File: src/rtl/ack_pipe_if.sv
// Request/acknowledge bundle between a slave's request decode (master side)
// and the ack_pipe latency queue (slave side).
interface ack_pipe_if #(
    parameter int unsigned IDW = 4
);
    logic           req_i;
    logic           we_i;
    logic [IDW-1:0] id_i;
    logic           req_ready_o;
    logic           ack_o;
    logic           ack_we_o;
    logic [IDW-1:0] ack_id_o;

    modport master (
        output req_i, we_i, id_i,
        input  req_ready_o, ack_o, ack_we_o, ack_id_o
    );

    modport slave (
        input  req_i, we_i, id_i,
        output req_ready_o, ack_o, ack_we_o, ack_id_o
    );
endinterface

File: src/rtl/ack_pipe.sv
// Multi-outstanding fixed-latency acknowledge generator: in-order circular
// queue of {we, id, countdown}; the head acks once its countdown reaches zero.
module ack_pipe #(
    parameter int unsigned READ_STAGES  = 3,
    parameter int unsigned WRITE_STAGES = 1,
    parameter int unsigned DEPTH        = 4,
    parameter int unsigned IDW          = 4
) (
    input  logic                         clk_i,
    input  logic                         rst_ni,
    input  logic                         ce_i,
    input  logic                         flush_i,
    ack_pipe_if.slave                    bus,
    output logic [$clog2(DEPTH+1)-1:0]   count_o,
    output logic                         ovf_o
);

    localparam int unsigned RLAT   = (READ_STAGES  == 0) ? 1 : READ_STAGES;
    localparam int unsigned WLAT   = (WRITE_STAGES == 0) ? 1 : WRITE_STAGES;
    localparam int unsigned MAXLAT = (RLAT > WLAT) ? RLAT : WLAT;
    localparam int unsigned CNTW   = (MAXLAT > 1) ? $clog2(MAXLAT) : 1;
    localparam int unsigned PW     = $clog2(DEPTH);
    localparam int unsigned CW     = $clog2(DEPTH + 1);

    localparam logic [CNTW-1:0] RD_LOAD = CNTW'(RLAT - 1);
    localparam logic [CNTW-1:0] WR_LOAD = CNTW'(WLAT - 1);

    logic            we_q  [DEPTH];
    logic            we_d  [DEPTH];
    logic [IDW-1:0]  id_q  [DEPTH];
    logic [IDW-1:0]  id_d  [DEPTH];
    logic [CNTW-1:0] cnt_q [DEPTH];
    logic [CNTW-1:0] cnt_d [DEPTH];

    logic [PW-1:0]   wr_ptr_q, wr_ptr_d;
    logic [PW-1:0]   rd_ptr_q, rd_ptr_d;
    logic [CW-1:0]   count_q, count_d;
    logic            ack_q, ack_d;
    logic            ack_we_q, ack_we_d;
    logic [IDW-1:0]  ack_id_q, ack_id_d;
    logic            ovf_q, ovf_d;

    logic            full;
    logic            push;
    logic            pop;

    function automatic logic [PW-1:0] next_ptr(input logic [PW-1:0] p);
        return (p == PW'(DEPTH - 1)) ? '0 : p + PW'(1);
    endfunction

    assign full            = (count_q == CW'(DEPTH));
    assign bus.req_ready_o = ce_i & ~flush_i & ~full;
    assign push            = bus.req_i & bus.req_ready_o;
    assign pop             = ce_i & ~flush_i & (count_q != '0) & (cnt_q[rd_ptr_q] == '0);

    always_comb begin
        wr_ptr_d = wr_ptr_q;
        rd_ptr_d = rd_ptr_q;
        count_d  = count_q;
        ack_d    = ack_q;
        ack_we_d = ack_we_q;
        ack_id_d = ack_id_q;
        ovf_d    = ovf_q;
        // Stale slots also count down; harmless since a push reloads them.
        for (int unsigned i = 0; i < DEPTH; i++) begin
            we_d[i]  = we_q[i];
            id_d[i]  = id_q[i];
            cnt_d[i] = (ce_i && cnt_q[i] != '0) ? cnt_q[i] - CNTW'(1) : cnt_q[i];
        end

        if (ce_i && flush_i) begin
            wr_ptr_d = '0;
            rd_ptr_d = '0;
            count_d  = '0;
            ack_d    = 1'b0;
            ovf_d    = 1'b0;
        end else if (ce_i) begin
            ack_d = pop;
            if (pop) begin
                ack_we_d = we_q[rd_ptr_q];
                ack_id_d = id_q[rd_ptr_q];
                rd_ptr_d = next_ptr(rd_ptr_q);
            end
            if (push) begin
                we_d[wr_ptr_q]  = bus.we_i;
                id_d[wr_ptr_q]  = bus.id_i;
                cnt_d[wr_ptr_q] = bus.we_i ? WR_LOAD : RD_LOAD;
                wr_ptr_d        = next_ptr(wr_ptr_q);
            end
            if (bus.req_i && full) begin
                ovf_d = 1'b1;
            end
            case ({push, pop})
                2'b10:   count_d = count_q + CW'(1);
                2'b01:   count_d = count_q - CW'(1);
                default: count_d = count_q;
            endcase
        end
    end

    always_ff @(posedge clk_i or negedge rst_ni) begin
        if (!rst_ni) begin
            for (int unsigned i = 0; i < DEPTH; i++) begin
                we_q[i]  <= 1'b0;
                id_q[i]  <= '0;
                cnt_q[i] <= '0;
            end
            wr_ptr_q <= '0;
            rd_ptr_q <= '0;
            count_q  <= '0;
            ack_q    <= 1'b0;
            ack_we_q <= 1'b0;
            ack_id_q <= '0;
            ovf_q    <= 1'b0;
        end else begin
            for (int unsigned i = 0; i < DEPTH; i++) begin
                we_q[i]  <= we_d[i];
                id_q[i]  <= id_d[i];
                cnt_q[i] <= cnt_d[i];
            end
            wr_ptr_q <= wr_ptr_d;
            rd_ptr_q <= rd_ptr_d;
            count_q  <= count_d;
            ack_q    <= ack_d;
            ack_we_q <= ack_we_d;
            ack_id_q <= ack_id_d;
            ovf_q    <= ovf_d;
        end
    end

    assign bus.ack_o    = ack_q;
    assign bus.ack_we_o = ack_we_q;
    assign bus.ack_id_o = ack_id_q;
    assign count_o      = count_q;
    assign ovf_o        = ovf_q;

endmodule
File: src/flat_wrapper.sv
// flat-port wrapper written by rule: the top's interface ports become plain ports
module ack_pipe_flat 
#(
    parameter int unsigned READ_STAGES  = 3,
    parameter int unsigned WRITE_STAGES = 1,
    parameter int unsigned DEPTH        = 4,
    parameter int unsigned IDW          = 4
)
  (clk_i, rst_ni, ce_i, flush_i, count_o, ovf_o, bus_req_i, bus_we_i, bus_id_i, bus_req_ready_o, bus_ack_o, bus_ack_we_o, bus_ack_id_o);
  ack_pipe_if #(.IDW(IDW)) bus_i ();
  input  logic clk_i;
  input  logic rst_ni;
  input  logic ce_i;
  input  logic flush_i;
  output logic [$clog2(DEPTH+1)-1:0] count_o;
  output logic ovf_o;
  input wire logic [$bits(bus_i.req_i)-1:0] bus_req_i;
  input wire logic [$bits(bus_i.we_i)-1:0] bus_we_i;
  input wire logic [$bits(bus_i.id_i)-1:0] bus_id_i;
  output wire logic [$bits(bus_i.req_ready_o)-1:0] bus_req_ready_o;
  output wire logic [$bits(bus_i.ack_o)-1:0] bus_ack_o;
  output wire logic [$bits(bus_i.ack_we_o)-1:0] bus_ack_we_o;
  output wire logic [$bits(bus_i.ack_id_o)-1:0] bus_ack_id_o;
  assign bus_i.req_i = bus_req_i;
  assign bus_i.we_i = bus_we_i;
  assign bus_i.id_i = bus_id_i;
  assign bus_req_ready_o = bus_i.req_ready_o;
  assign bus_ack_o = bus_i.ack_o;
  assign bus_ack_we_o = bus_i.ack_we_o;
  assign bus_ack_id_o = bus_i.ack_id_o;
  ack_pipe #(.READ_STAGES(READ_STAGES), .WRITE_STAGES(WRITE_STAGES), .DEPTH(DEPTH), .IDW(IDW)) u_core (.clk_i(clk_i), .rst_ni(rst_ni), .ce_i(ce_i), .flush_i(flush_i), .bus(bus_i), .count_o(count_o), .ovf_o(ovf_o));
endmodule
File: config.mk
export PLATFORM = sky130hd
export DESIGN_NAME = ack_pipe_flat
export DESIGN_NICKNAME = d
export VERILOG_FILES = /design/src/rtl/ack_pipe_if.sv /design/src/rtl/ack_pipe.sv /design/src/flat_wrapper.sv
export SDC_FILE = /design/constraint.sdc
export NUM_CORES = 1
export LEC_CHECK = 0
export CAP_MARGIN = 0
export CORE_ASPECT_RATIO = 2
export CORE_MARGIN = 4
export CORE_UTILIZATION = 50
export CTS_CLUSTER_SIZE = 20
export DETAILED_ROUTE_END_ITERATION = 10
export PLACE_DENSITY = 0.71
export SLEW_MARGIN = 20
export SYNTH_ARGS = -nofsm -noshare
export SYNTH_HDL_FRONTEND = slang
export SYNTH_SLANG_ARGS = --single-unit
File: constraint.sdc
create_clock -name clk_i -period 3.11 [get_ports clk_i]
set_clock_uncertainty 0.2 [all_clocks]
set_input_delay 0.622 -clock clk_i [delete_from_list [all_inputs] [get_ports clk_i]]
set_output_delay 0.622 -clock clk_i [all_outputs]
set_load 0.02 [all_outputs]
==> metrics.txt, run 1 <==
status=complete, no violations; hpwl dp=3030 um; Fmax achieved=338 MHz; CP Capture Type=primary output; worst-margin pin slew=0.901 ns; clk slew on worst S/H paths=0.08 ns; initial antenna violation count=0; worst skew pair latency=0.29 ns; Post-Syn Area per Cell=12.2 um2; Ports=21; Die Area=0.00553 mm2; WL/cell=16.0 um; post-layout min period=2.96 ns; routed wire length=4100 um; GRT met1 Usage=20.8%; power per cell area=887 mW/mm2; number of enable flip-flop cells after synthesis=0; Post-synth ARST share=100%; Critical Path Start Type=primary input; Port Buf Inserts=20; gr ovfl total=0; Diodes inserted=0; max-slew violations=0; Post-Synthesis Cell Area=0.00217 mm2; DRC viols=0; final layout net count=225; RSZ-0062 raised after global routing=no; Tot Pwr=2.25 mW; net count after synthesis=199; max_cap viols=0; Iter 0 DRT Violations=12; final setup violation count=0; DR vias=1,429; worst-path maximum fanout=5; Worst R2R Start=u_core.rd_ptr_q[1]; worst vdd ir=586 uV; Core ar.=0.00417 mm2; R2R depth=10; CTS tree=done; biggest area consumer among synthesized cells=dfrtp_1; main flop type after synthesis=dfrtp_1; chip width=54.6 um; first-pass GRT wire length=7040 um; cts hold-fix bufs=0; pin count of the biggest net entering global routing=43; Total Routing Usage GR=17.8%; register bit total from synthesis=42; Synth top area share=48.3%; cts repair resizes=0; Non-Filler Instances=257; top post-synthesis cells by count=42 x dfrtp_1, 24 x mux2_2, 17 x inv_1, 11 x a21oi_1, 10 x ha_1; layout cells sized above 1=24.4%; Post-Synthesis Cells=178; relative slew slack=39.9%; Post-Place Cells=249; Final Hold Vio Count=0; Lkg Pwr=1.17 nW; Area contributors post-synth=dfrtp_1 48%, mux2_2 12%, ha_1 5.8%, mux4_2 5.2%, mux2i_1 3.2%; vias in the first global route=1,473; Site Rows=33; M3 GR Usage=3.09%; initial core utilization=52.1%; DR vias/cell=5.56; crit path launch=ce_i; sequential area share after synthesis=48.3%; total negative slack=0 ns; clock sinks=42; Util after Layout=61.0%; Unique masters post-synth=37; busiest grt layer=met2; Root Buffer=clkbuf_8; Clock Path Buffers=2; WP data arrival=2.14 ns; setup bufs post-CTS=0; worst endpoint required time=2.29 ns; area delta synth->final=16.9%; Synth Warn #=0; top-count cell post-synth=dfrtp_1; detailed-router iteration count before antenna repair=4; DRT antenna net count=0; CTS buffer count=5; Setup CP Type=primary input to primary output; Period Utilization, post-route=95.2%; H-tree depth=2; Die Ht=101 um; met2 usage=30.3%; gpl congestion=0.750; HP Class=primary input to async pin
[per-stage QoR]
stage | setup slack (ns) | hold WS [ns] | instance area, um2
final | 0.150 | 0.256 | 2540
after CTS | 0.144 | 0.281 | 2540
after global routing | 0.0887 | 0.318 | 2540
after floorplan | 0.321 | 0.126 | 2170
after global placement | 0.0692 | 0.274 | 2430
after detailed placement | -0.0287 | 0.287 | 2430
[placed cells by master, fill, tap and decap left out, drive strengths merged, types with 5 or more instances in the layout]
master,instances
a21oi,11
buf,6
clkbuf,5
clkdlybuf4s50,19
dfrtp,42
ha,10
inv,17
mux2,25
mux2i,7
mux4,5
nand2,7
nor2,7
xnor2,5
[worst max-delay path, cell delays in order]
cell and delay, ns:
clkdlybuf4s50_1 0.53, and2b_1 0.24, nor2b_1 0.15, clkdlybuf4s50_1 0.60
[cells by family after synthesis]
group	count (synthesis)	synth area share [%]
flip-flops	42	48.3
AND/OR/NAND/NOR	33	9.32
buffers and inverters	23	4.72
multiplexers	37	21.3
AO/OA/AOI/OAI	27	7.59
XOR/XNOR	5	2.01
adder cells (fa/ha/maj)	11	6.67
[flip-flops by register name (all words and copies together) (netlist names)]
signal               count
u_core.wr_ptr_q          2
u_core.cnt_q             8
u_core.count_o           3
u_core.we_q              4
u_core.bus.ack_id_o      4
u_core.bus.ack_o         1
u_core.ovf_o             1
u_core.id_q             16
u_core.bus.ack_we_o      1
u_core.rd_ptr_q          2
[layer usage]
layer  routed length (um)  vias up
met1                 1600      718
met3                  147        8
met2                 2240       30
li1                     -      673
met4                  111        0
met5                    0        -
[worst paths after layout]
check	endpoint	slack, ns
setup / recovery	bus_req_ready_o	0.15
hold / removal	u_core.id_q[6]	0.26
setup reg to reg	u_core.count_o[2]	0.31
hold reg to reg	u_core.id_q[4]	0.31
max in group asynchronous	u_core.we_q[2]	1.89
min in group clk_i	u_core.id_q[4]	0.31
[layout make-up]
class / count / area (um2)
well taps: 52 / 65.1
fillers: 353 / 1630
clock buffers: 5 / 68.8
flip-flops and latches: 42 / 1050
multi-input cells: 113 / 1020
inverters: 17 / 63.8
repair buffers: 25 / 233
clock inverters: 3 / 40.0
[power by group]
group | total [mW] | switching [mW] | internal (mW)
clock | 0.415 | 0.179 | 0.236
sequential | 0.931 | 0.156 | 0.775
combinational | 0.909 | 0.422 | 0.487
total | 2.25 | 0.757 | 1.50
(Power assumes the default switching activity.)
==> inputs of run 2 (changes only) <==
--- a/config.mk
+++ b/config.mk
@@ -5,13 +5,14 @@
 export SDC_FILE = /design/constraint.sdc
 export NUM_CORES = 1
 export LEC_CHECK = 0
-export CAP_MARGIN = 0
+export ABC_AREA = 0
+export CAP_MARGIN = 20
 export CORE_ASPECT_RATIO = 2
 export CORE_MARGIN = 4
 export CORE_UTILIZATION = 50
 export CTS_CLUSTER_SIZE = 20
 export DETAILED_ROUTE_END_ITERATION = 10
-export PLACE_DENSITY = 0.71
+export DONT_BUFFER_PORTS = 1
 export SLEW_MARGIN = 20
 export SYNTH_ARGS = -nofsm -noshare
 export SYNTH_HDL_FRONTEND = slang
==> run 2 against run 1 <==
Against the previous run: cell area fell by 7.8%; maximum frequency increased by 6.3%; combinational power fell by 17%; routed wire length up 2.5%; first-iteration DRC count is 130% higher; highest routed layer unchanged.
==> metrics.txt, run 2 (synthesis results as in run 1) <==
Fmax achieved=359 MHz (+6.3%); Tot Pwr=2.06 mW (-8.6%); max-slew violations=0 (unchanged); Setup CP Type=flop to flop; critical path, cell by cell=or3_1, o2111ai_1, o21a_1, inv_1, ha_1, fa_1, xnor2_1, nor2_1, mux2i_1, o22ai_1; commonest non-fill, non-tap cell in the layout=dfrtp_1; Clock Path Buffers=2 (unchanged); DR vias/cell=5.71 (+2.6%); worst-path maximum fanout=6 (+1); chip width=54.6 um (unchanged); power per cell area=879 mW/mm2 (-0.90%); H-tree depth=2 (unchanged); Util after Layout=56.2% (-4.7 points); first-pass GRT wire length=7080 um (+0.58%); Total Routing Usage GR=17.8% (+0.020 points); FF-to-FF setup slack=0.33 ns (+0.02 ns); Fill cells=363 (+2.8%); final layout net count=207 (-8.0%); Root Buffer=clkbuf_8; worst endpoint required time=3.08 ns (+0.79 ns); Die Area=0.00553 mm2 (unchanged); post-layout min period=2.78 ns (-0.176 ns); Critical Path Start Type=flop; Final Hold Vio Count=0 (unchanged); final setup margin=0.327 ns (+0.176 ns); max reg flops=16 (unchanged); initial core utilization=52.1% (unchanged); largest registers=u_core.id_q: 16 flops, u_core.cnt_q: 8 flops; CTS buffer count=5 (unchanged); internal power=1.33 mW (-11%); Period Utilization, post-route=89.5% (-5.7 points); Port Buf Inserts=0 (-100%); Diodes inserted=0 (unchanged); worst skew pair latency=0.28 ns (about the same); Final Instance Area=0.00234 mm2 (-7.8%); WP data arrival=2.75 ns (+0.61 ns); highest-count cells in the layout ignoring fill and taps=42 x dfrtp_1, 24 x mux2_2, 17 x inv_1; Comb power frac=36.5% (-3.8 points); CP top delay family=adder cells; post-place instance area=0.00224 mm2 (-8.0%); Die Ht=101 um (unchanged); P_sw=0.728 mW (-3.8%); gr ovfl total=0 (unchanged); layout cells sized above 1=25.3% (+0.88 points); detailed-router iteration count before antenna repair=4 (unchanged); max_cap viols=0 (unchanged); Core ar.=0.00417 mm2 (unchanged); Critical Path Max Stage Delay=0.50 ns (-0.10 ns); clock sinks=42 (unchanged); relative slew slack=70.4% (+30 points); part of the power in registers=47.9% (+6.6 points); DRC viols=0 (unchanged); Most flops, register=u_core.id_q; clk slew on worst S/H paths=0.07 ns (about the same); gpl congestion=0.756 (+0.75%); FF+latch area=0.00105 mm2 (unchanged); CTS tree=done; CP Capture Type=flop; Crit-path slowest cell=dfrtp_1; vias in the first global route=1,481 (+0.54%); Ports=21 (unchanged); CP Buf/Inv Count=1 (-1); area delta synth->final=7.83%; setup bufs post-CTS=0 (unchanged); Lkg Pwr=1.09 nW (-6.9%); status=complete, no violations; final setup violation count=0 (unchanged); WL/cell=17.7 um (+11%); DR vias=1,358 (-5.0%); total negative slack=0 ns (unchanged); DRT antenna net count=0 (unchanged); worst vdd ir=553 uV (-5.6%); clock share of power=15.6% (-2.8 points); Sw Share=35.3% (+1.8 points); HP Class=primary input to flop; Iter 0 DRT Violations=27 (+15); routed wire length=4210 um (+2.5%); dpl ws=0.342 ns (+0.371 ns); hpwl dp=3190 um (+5.3%); multi-input logic area=0.00102 mm2 (unchanged); Site Rows=33 (unchanged); worst-margin pin slew=0.444 ns (-0.457 ns); pin count of the biggest net entering global routing=43 (unchanged); RSZ-0062 raised after global routing=no; initial antenna violation count=0 (unchanged)
[run 2: layout make-up]
class	instances	area share, %
multi-input combinational	113	43.5
inverter	17	2.72
clock buffer	7	3.26
timing repair buffer	7	2.88
sequential	42	44.8
tap	52	2.77
[run 2: what timing repair did]
item | CTS | global route
hold buffers | 2 | 0
gates resized for setup | 0 | 0
hold endpoints to repair | 42 | 0
[run 2: worst paths after layout]
kind,from,endpoint,cells past startpoint
max reg2reg,u_core.count_o[2],u_core.count_o[2],10
max in group asynchronous,rst_ni,u_core.id_q[9],2
min reg2reg,u_core.id_q[10],u_core.id_q[10],1
max,u_core.count_o[2],u_core.count_o[2],10
min in group asynchronous,rst_ni,u_core.bus.ack_o,2
min,flush_i,u_core.rd_ptr_q[0],1
[run 2: per-stage QoR]
step	cells	hold WS, ns
3_5_place_dp	229	0.127
3_3_place_gp	229	0.128
6_report	238	0.219
5_1_grt	238	0.200
2_1_floorplan	178	0.126
4_1_cts	238	0.203
[run 2: routing by layer]
metal,vias up,track usage [%],wire [um]
met3,12,3.53,171
met2,28,30.4,2360
met4,0,9.02,154
met1,684,20.0,1520
met5,-,0,0
li1,634,-,-
[run 2: power by group through the flow]
stage / combinational [mW] / sequential [mW] / clock, mW
after floorplan: 0.600 / 0.961 / 0
after CTS: 0.769 / 0.991 / 0.342
final: 0.752 / 0.988 / 0.321
after global placement: 0.715 / 0.987 / 0
after global routing: 0.851 / 1.01 / 0.361
after detailed placement: 0.747 / 1.00 / 0
==> inputs of run 3 (changes only) <==
==> constraint.sdc (replaced) <==
create_clock -name clk_i -period 3.32 [get_ports clk_i]
set_clock_uncertainty 0.2 [all_clocks]
set_input_delay 0.664 -clock clk_i [delete_from_list [all_inputs] [get_ports clk_i]]
set_output_delay 0.664 -clock clk_i [all_outputs]
set_load 0.02 [all_outputs]
==> run 3 against run 2 <==
Against the previous run: sequential share of layout area is 0.24 points lower; sequential cell count unchanged; highest routed layer unchanged; non-clock buffer count is 2 lower; clock power grew 22%; setup slack improved by 0.098 ns; utilization rose by 0.30 points; critical endpoint unchanged; register-to-register slack better by 0.098 ns; largest power group unchanged; critical path type unchanged.
==> metrics.txt, run 3 (synthesis results as in run 1) <==
DR vias=1,337 (-1.5%); Period Utilization, post-route=87.2% (-2.3 points); RSZ-0062 raised after global routing=no; max reg flops=16 (unchanged); Iter 0 DRT Violations=11 (-59%); Total Routing Usage GR=17.9% (+0.034 points); first-pass GRT wire length=7100 um (+0.30%); clock sinks=42 (unchanged); cts repair resizes=0 (unchanged); Critical Path Start Type=flop; max-slew violations=0 (unchanged); Clock Path Buffers=2 (unchanged); pin count of the biggest net entering global routing=43 (unchanged); area delta synth->final=8.40%; final setup margin=0.425 ns (+0.0978 ns); clk slew on worst S/H paths=0.08 ns (about the same); critical path, cell by cell=or3_1, o2111ai_1, o21a_1, inv_1, ha_1, fa_1, xnor2_1, nor2_1, mux2i_1, o22ai_1; largest registers=u_core.id_q: 16 flops, u_core.cnt_q: 8 flops; CP Buf/Inv Count=1 (unchanged); routed wire length=4240 um (+0.71%); Core ar.=0.00417 mm2 (unchanged); power per cell area=851 mW/mm2 (-3.2%); worst endpoint required time=3.30 ns (+0.22 ns); DRC viols=0 (unchanged); Tot Pwr=2.01 mW (-2.7%); Site Rows=33 (unchanged); gpl congestion=0.735 (-2.8%); hpwl dp=3160 um (-0.86%); Post-Place Cells=228 (-0.44%); CTS tree=done; Setup CP Type=flop to flop; post-layout min period=2.90 ns (+0.112 ns); initial antenna violation count=0 (unchanged); final layout net count=205 (-0.97%); worst vdd ir=608 uV (+9.9%); Most flops, register=u_core.id_q; initial core utilization=52.1% (unchanged); gr ovfl total=0 (unchanged); CP Capture Type=flop; Critical R2R Capture=u_core.count_o[2]; H-tree depth=2 (unchanged); WP data arrival=2.87 ns (+0.12 ns); worst-margin pin slew=0.400 ns (-0.0443 ns); worst-path maximum fanout=6 (unchanged); status=complete, no violations; post-place instance area=0.00223 mm2 (-0.34%); Port Buf Inserts=0 (unchanged); detailed-router iteration count before antenna repair=4 (unchanged); Final Instance Area=0.00236 mm2 (+0.53%); Fmax achieved=345 MHz (-3.9%); worst skew pair latency=0.29 ns (about the same); R2R depth=10 (unchanged); commonest non-fill, non-tap cell in the layout=dfrtp_1; CP top delay family=simple AND/OR/NAND/NOR gates; Lkg Pwr=1.09 nW (+0.45%); Final Hold Vio Count=0 (unchanged); CTS buffer count=5 (unchanged); total negative slack=0 ns (unchanged); Non-Filler Instances=237 (-0.42%); layout cells sized above 1=25.4% (+0.14 points); DRT antenna net count=0 (unchanged); final setup violation count=0 (unchanged); Crit-path slowest cell=dfrtp_1; Root Buffer=clkbuf_8; Diodes inserted=0 (unchanged); Die Area=0.00553 mm2 (unchanged); dpl ws=0.460 ns (+0.118 ns); highest-count cells in the layout ignoring fill and taps=42 x dfrtp_1, 24 x mux2_2, 17 x inv_1; FF-to-FF setup slack=0.42 ns (+0.10 ns); Die Ht=101 um (unchanged); WL/cell=17.9 um (+1.1%); DR vias/cell=5.64 (-1.1%); HP Class=primary input to async pin; relative slew slack=73.2% (+2.8 points); max_cap viols=0 (unchanged); Ports=21 (unchanged); worst hold slack=0.00278 ns (-0.216 ns); Critical Path Max Stage Delay=0.52 ns (+0.02 ns); vias in the first global route=1,475 (-0.41%); Util after Layout=56.5% (+0.30 points); Worst R2R Start=u_core.count_o[1]; chip width=54.6 um (unchanged)
run 3: cell count changes in the layout (fill, tap and decap cells not counted), sizes merged:
cell / change
dlygate4sd3: -1
bufinv: +1
buf: -1
run 3: metal layers:
layer,GRT usage [%],up-vias,part of all wire [%]
li1,-,634,-
met1,20.1,669,37
met2,31.8,28,57
met3,3.83,6,4.1
met4,5.76,0,1.6
met5,0,-,0
run 3: how the worst max path moves through the flow:
stage / from / to / slack (ns) / cells past startpoint
global route: u_core.count_o[1] / u_core.count_o[2] / 0.27 / 10
finish: u_core.count_o[1] / u_core.count_o[2] / 0.42 / 10
floorplan: flush_i / u_core.count_o[2] / 0.53 / 12
detailed placement: u_core.count_o[1] / u_core.count_o[2] / 0.46 / 10
global placement: u_core.count_o[1] / u_core.count_o[2] / 0.58 / 10
CTS: u_core.count_o[1] / u_core.count_o[2] / 0.42 / 10
run 3: what timing repair did:
item | 4_1_cts | 5_1_grt
buffers inserted | 0 | 0
hold buffers | 1 | 0
hold endpoints to repair | 42 | 0
run 3: area by class of cell:
cell class              instances  area (um2)
multi-input cells             113        1020
fillers                       361        1810
clock inverters                 1        30.0
well taps                      52        65.1
flip-flops and latches         42        1050
inverters                      17        63.8
clock buffers                   7        76.3
repair buffers                  5        50.0
run 3: power breakdown:
part | internal [mW] | switching, mW
Combinational | 0.366 | 0.299
Clock | 0.225 | 0.166
Sequential | 0.726 | 0.224
